===== config.mk =====
export PLATFORM = sky130hd
export DESIGN_NAME = fht_bank_loader
export DESIGN_NICKNAME = d
export VERILOG_FILES = /design/src/rtl/fht_pkg.sv /design/src/rtl/fht_bitrev_addr.sv /design/src/rtl/fht_bank_loader.sv
export SDC_FILE = /design/constraint.sdc
export NUM_CORES = 1
export LEC_CHECK = 0
export ABC_AREA = 0
export CAP_MARGIN = 20
export CORE_AREA = 2 2 74 76
export DETAILED_ROUTE_END_ITERATION = 10
export DIE_AREA = 0 0 76 78
export DONT_BUFFER_PORTS = 1
export PLACE_DENSITY = 0.55
export SYNTH_ARGS = -nofsm -noshare
export SYNTH_HDL_FRONTEND = slang
export SYNTH_SLANG_ARGS = --single-unit

===== constraint.sdc =====
create_clock -name iCLK -period 1.83 [get_ports iCLK]
set_input_delay 0.366 -clock iCLK [delete_from_list [all_inputs] [get_ports iCLK]]
set_output_delay 0.366 -clock iCLK [all_outputs]
set_load 0.02 [all_outputs]

===== src/rtl/fht_pkg.sv =====
// Shared FHT definitions: frame-loader state encoding and a width-generic bit-reversal helper.
package fht_pkg;

    typedef enum logic [2:0] {
        IDLE    = 3'd0,
        FILL    = 3'd1,
        FLUSH   = 3'd2,
        KICK    = 3'd3,
        WAIT_LO = 3'd4,
        WAIT_HI = 3'd5,
        DONE    = 3'd6
    } loader_state_t;

    // Reverses the low 'width' bits of val; bits at and above 'width' come back as zero.
    function automatic logic [31:0] bitrev(input logic [31:0] val, input int width);
        logic [31:0] r;
        r = 32'd0;
        for (int i = 0; i < 32; i++) begin
            if (i < width) begin
                r[i] = val[width - 1 - i];
            end else begin
                r[i] = 1'b0;
            end
        end
        return r;
    endfunction

endpackage


===== src/rtl/fht_bitrev_addr.sv =====
// Maps a linear sample index to a bank strobe and in-bank address, natural or bit-reversed.
// Purely combinational so the readout/unscramble path can share it.
module fht_bitrev_addr
    import fht_pkg::*;
#(
    parameter int A_BIT   = 8,
    parameter int NB_LOG2 = 2
) (
    input  logic [A_BIT+NB_LOG2-1:0] k,
    input  logic                     mode,
    output logic [(1<<NB_LOG2)-1:0]  bank_we,
    output logic [A_BIT-1:0]         addr
);

    localparam int NB  = 1 << NB_LOG2;
    localparam int IDX = A_BIT + NB_LOG2;

    logic [IDX-1:0] j;

    // Low index bits pick the bank, high bits the word within it.
    always_comb begin
        if (mode) begin
            j = IDX'(bitrev(32'(k), IDX));
        end else begin
            j = k;
        end
        bank_we = {{(NB-1){1'b0}}, 1'b1} << j[NB_LOG2-1:0];
        addr    = j[IDX-1:NB_LOG2];
    end

endmodule


===== src/rtl/fht_bank_loader.sv =====
// Frame loader: scatters one N-point sample stream across NB banks, then optionally
// launches fht_top and waits for its ready handshake before reporting done.
module fht_bank_loader
    import fht_pkg::*;
#(
    parameter int D_BIT      = 16,
    parameter int A_BIT      = 8,
    parameter int NB_LOG2    = 2,
    parameter int AUTO_START = 1
) (
    input  logic                    iCLK,
    input  logic                    iRESET,
    input  logic                    iLOAD,
    input  logic                    iBITREV,
    input  logic [D_BIT-1:0]        iDATA,
    input  logic                    iVALID,
    output logic                    oREADY,
    output logic [(1<<NB_LOG2)-1:0] oWE,
    output logic [A_BIT-1:0]        oADDR_WR,
    output logic [D_BIT-1:0]        oDATA,
    output logic                    oSTART,
    input  logic                    iFHT_RDY,
    output logic                    oBUSY,
    output logic                    oDONE,
    output logic                    oERR
);

    localparam int NB  = 1 << NB_LOG2;
    localparam int IDX = A_BIT + NB_LOG2;
    localparam logic [IDX-1:0] K_LAST = '1;

    loader_state_t  state_r;
    logic [IDX-1:0] k_r;
    logic           mode_r;
    logic           ready_r;
    logic           busy_r;
    logic           start_r;
    logic           done_r;
    logic           err_r;
    logic [NB-1:0]  we_r;
    logic [A_BIT-1:0] addr_r;
    logic [D_BIT-1:0] data_r;

    logic [NB-1:0]    map_we_s;
    logic [A_BIT-1:0] map_addr_s;

    fht_bitrev_addr #(
        .A_BIT   (A_BIT),
        .NB_LOG2 (NB_LOG2)
    ) u_map (
        .k       (k_r),
        .mode    (mode_r),
        .bank_we (map_we_s),
        .addr    (map_addr_s)
    );

    // Sequencer, sample counter and the single output register stage.
    // ready/busy are set alongside each state transition so they track the state register exactly.
    always_ff @(posedge iCLK or posedge iRESET) begin
        if (iRESET) begin
            state_r <= IDLE;
            k_r     <= '0;
            mode_r  <= 1'b0;
            ready_r <= 1'b0;
            busy_r  <= 1'b0;
            start_r <= 1'b0;
            done_r  <= 1'b0;
            err_r   <= 1'b0;
            we_r    <= '0;
            addr_r  <= '0;
            data_r  <= '0;
        end else begin
            we_r    <= '0;
            start_r <= 1'b0;
            done_r  <= 1'b0;
            err_r   <= iLOAD && (state_r != IDLE);
            case (state_r)
                IDLE: begin
                    if (iLOAD) begin
                        mode_r  <= iBITREV;
                        k_r     <= '0;
                        state_r <= FILL;
                        ready_r <= 1'b1;
                        busy_r  <= 1'b1;
                    end
                end
                FILL: begin
                    if (iVALID) begin
                        we_r   <= map_we_s;
                        addr_r <= map_addr_s;
                        data_r <= iDATA;
                        if (k_r == K_LAST) begin
                            state_r <= FLUSH;
                            ready_r <= 1'b0;
                        end else begin
                            k_r <= k_r + IDX'(1);
                        end
                    end
                end
                FLUSH: begin
                    if (AUTO_START != 0) begin
                        state_r <= KICK;
                        start_r <= 1'b1;
                    end else begin
                        state_r <= DONE;
                        done_r  <= 1'b1;
                    end
                end
                KICK: begin
                    state_r <= WAIT_LO;
                end
                // A ready left high from the previous transform must not end the wait.
                WAIT_LO: begin
                    if (!iFHT_RDY) begin
                        state_r <= WAIT_HI;
                    end
                end
                WAIT_HI: begin
                    if (iFHT_RDY) begin
                        state_r <= DONE;
                        done_r  <= 1'b1;
                    end
                end
                DONE: begin
                    state_r <= IDLE;
                    busy_r  <= 1'b0;
                end
                default: begin
                    state_r <= IDLE;
                    ready_r <= 1'b0;
                    busy_r  <= 1'b0;
                end
            endcase
        end
    end

    assign oREADY   = ready_r;
    assign oBUSY    = busy_r;
    assign oSTART   = start_r;
    assign oDONE    = done_r;
    assign oERR     = err_r;
    assign oWE      = we_r;
    assign oADDR_WR = addr_r;
    assign oDATA    = data_r;

endmodule


==> results list <==
* Run status: complete, no violations
- The worst path in the final design needs a cycle of 1.65 ns, including I/O delays and setup.
* Std-Cell Core Area: 5040 sq um
- DRC errors left: 0
- Global routing used between 10% and 20% of the available tracks across all layers.
- Average footprint of a synthesized cell: around 11 sq um
* Number of DRC markers after the initial detailed-route iteration: 55
- With fillers left out, the area of the finished cells amounts to ~2400 sq um.
- In this run the worst path has a maximum fanout of 7.
- Synth Cell Area: 2210 sq um
- STA classifies the critical path startpoint as a register.
- Along the worst hold path, the cell count comes to 1.
- Maximum clock frequency: between 600 and 700 MHz
* Starting Density: 43.9%
* Number of top-level pins: 55
- The tree is rooted in a sky130_fd_sc_hd__clkbuf_8.
- The via count of the first global-routing pass was 1552.
- Share of power burned in the clock network: 17.4%
* Sequential Power Share: 51.3%
- Summed over all instances, the cell type with the most area after synthesis is sky130_fd_sc_hd__dfrtp_1.
- The number of max-slew violations in the final report came to 0.
- Pin count of the biggest net entering global routing: 44
* N_diodes: 0
- Arrival time worst endpoint: about 1.9 ns
- Number of distinct library cells after synthesis: 35
- Die Y-Extent: 78 microns
- Min-Delay Endpoint: oERR
- Most common cell in the synthesized netlist: sky130_fd_sc_hd__dfrtp_1
- Clock latency on the worst-skew pair, taken at its later pin, is 0.30 ns.
- The clock arrives with 0.00496 ns of skew.
- Setup repair after global routing missed its margin: no
- Maximum Capacitance Violations: 0
- Total setup buffers inserted after CTS: 0
- The final layout contains 235 nets.
* Overall die width: 76 microns
- Remaining global-route overflow: 0
- Number of cells on the worst reg-to-reg path: 5
* Commonest cells post-synth: sky130_fd_sc_hd__dfrtp_1, sky130_fd_sc_hd__nand2_1, sky130_fd_sc_hd__mux2_2
- Leak Pwr: 0.00104 uW
- Clock slew at the register clock pins of the worst setup and hold paths: 0.09 ns
- Across all register-to-register paths, the minimum setup slack is 0.18 ns.
- Combinational fraction of design power: 31.3%
- For this design, the slowest cell found on the critical path is sky130_fd_sc_hd__dfrtp_2.
- TritonCTS clock tree: built
* Number of sinks handled by clock tree synthesis: 47
- Power comes to approximately 4400 uW.
* Power density over the cells: roughly 1800 nW/um^2
- Share of the synthesized area in the top cell type: 53.1%
- Setup TNS: 0 ns
- In the routed layout, each cell is associated on average with a via count of between 5 and 6.
* Placed cell area: 2320 sq um
- Measured on the finished design, the core utilization comes to between 40% and 50%.
- Startpoint of the worst-slack reg-to-reg timing path: k_r[1]
- Largest cells by area after synthesis: sky130_fd_sc_hd__dfrtp_1, sky130_fd_sc_hd__mux2_2, sky130_fd_sc_hd__mux2i_1
* Worst flop-to-flop path endpoint: state_r[2]
- Number of I/O port buffers: 0
- The critical path goes through ha_1 > nand3_1 > or2_1 > o31a_1 > o32ai_2.
- Total die area: 5930 sq um
* HPWL Detailed: 3270 microns
- Worst Setup End Kind: register
* Synth Register Bits: 47
- Most frequently used flop master after synthesis: sky130_fd_sc_hd__dfrtp_1
* Data required time of the critical path: between 2 and 2.5 ns
- Share of layout cells above drive strength 1: 19.0%
* Via count: 1505
* Beginning of the worst hold path: iLOAD
- Share of the clock period used by the worst path: 89.9%
- Wire length of the first global-routing pass: 7630 microns
- Family with the most delay on the worst path: compound AO/OA/AOI/OAI gates
- Initial antenna violation count: 0
* Count of mapped cells out of synthesis: 209
* Post-detailed-routing wire length: 4450 microns
* VDD IR max: 0.771 mV
- First-pass DRT Iterations: 4
- No sink is reached through more buffers than the 2 on the longest clock path.
- Crit-path max cell delay: between 0.4 and 0.5 ns
* Area overhead of the layout relative to synthesis: 10.3%
- The share of the Yosys chip area taken by registers is 53.1%.
- At the end of routability-driven placement, the weighted congestion stood at 0.863.
- The finished layout holds 281 standard cells, fillers aside.
- After floorplanning, the core was divided into 26 placement rows.
- CTS built an H-tree with a depth of 2.
- Net switching is a little over two fifths of the power.
- Average wire per standard cell: 15.8 microns
- The min-delay analysis places its worst path in the category input pin to register.
- Number of nets with antenna violations after detailed routing: 0
* Switch Pwr: 1840 uW
* # setup viols final: 0
* Buffers & Inverters on Critical Path: 0
- Number of synthesized flops with an enable pin: 0
- Count of yosys warnings during synthesis: 0
* Hold Fails Final Rpt: 0
- Headroom to the max-slew limit: 58.6%
- Path type of the worst setup path: register to register
- The internal power of the cells totals 2530 uW.
- Number of cells after detailed placement: 272
* Syn Nets: 234
- Tightest Pin Transition: 0.621 ns
- The number of clock buffers added by TritonCTS is 5.
- Share of synthesized registers carrying an async set or reset: 100%
## final cells by class
type                            count  area, sq um
Multi-Input combinational cell    136          937
Inverter                           10         37.5
Fill cell                         472         2600
Clock inverter                      3         43.8
Tap cell                           70         87.6
Clock buffer                        5         68.8
Sequential cell                    47         1180
Timing Repair Buffer               10         90.1
## per-layer routing
layer  GRT usage [%]  part of all wire (%)  vias to the layer above
met2            26.6                    49                       44
met1            19.5                    43                      723
met4            7.09                   2.3                        0
li1                -                     -                      730
met5               0                     0                        -
met3            5.58                   6.4                        8
## sequential cells by signal, summed over array words and instances, names as in the netlist, 3 cells and up
register,cells
oDATA,16
k_r,10
oADDR_WR,8
oWE,4
state_r,3
## how the worst max path moves through the flow
stage / start / to / slack [ns] / depth (start not counted)
2_1_floorplan: k_r[0] / state_r[2] / 0.27 / 5
3_3_place_gp: k_r[1] / state_r[2] / 0.18 / 5
3_5_place_dp: k_r[1] / k_r[4] / 0.12 / 5
4_1_cts: k_r[1] / k_r[4] / 0.1 / 5
5_1_grt: k_r[1] / state_r[2] / 0.06 / 5
6_report: k_r[1] / state_r[2] / 0.18 / 5
## timing repair
action	in CTS	in global routing
hold endpoints to repair	22	0
gates resized for setup	0	3
setup endpoints to repair	0	11
hold buffers	1	0
## cells in the final DEF, fill, tap and decap left out, drive strengths merged, types with 3 or more instances in the layout
cell,count
dfrtp,47
nor2,12
mux2i,10
nor3,11
ha,3
clkbuf,5
a31oi,6
buf,9
nand2,18
nor2b,3
o211ai,3
a21oi,4
o21ai,15
mux2,17
nand4,4
inv,10
nand3,7
## power groups by stage
stage	registers, uW	clock network [uW]	logic, uW
global placement	2250	0	1320
CTS	2250	785	1380
floorplan	2060	0	1220
global route	2300	825	1560
finish	2240	759	1370
detailed placement	2270	0	1370
## metrics by stage
stage               hold slack [ns]  worst slack (ns)
floorplan                     0.488             0.271
global placement              0.288             0.177
detailed placement            0.307             0.121
CTS                           0.165            0.0960
global route                  0.170            0.0574
finish                        0.177             0.184
## logic make-up (layout without fill, tap and decap cells)
kind of cell | count (synthesis) | count (layout) | synth area share, %
AO/OA/AOI/OAI | 37 | 37 | 10.8
adder cells (fa/ha/maj) | 3 | 3 | 1.70
AND/OR/NAND/NOR | 67 | 67 | 15.5
flip-flops | 47 | 47 | 53.1
buffers and inverters | 26 | 28 | 4.92
multiplexers | 27 | 27 | 13.2
XOR/XNOR | 2 | 2 | 0.791
No activity file was read; power rests on OpenSTA's default activity.
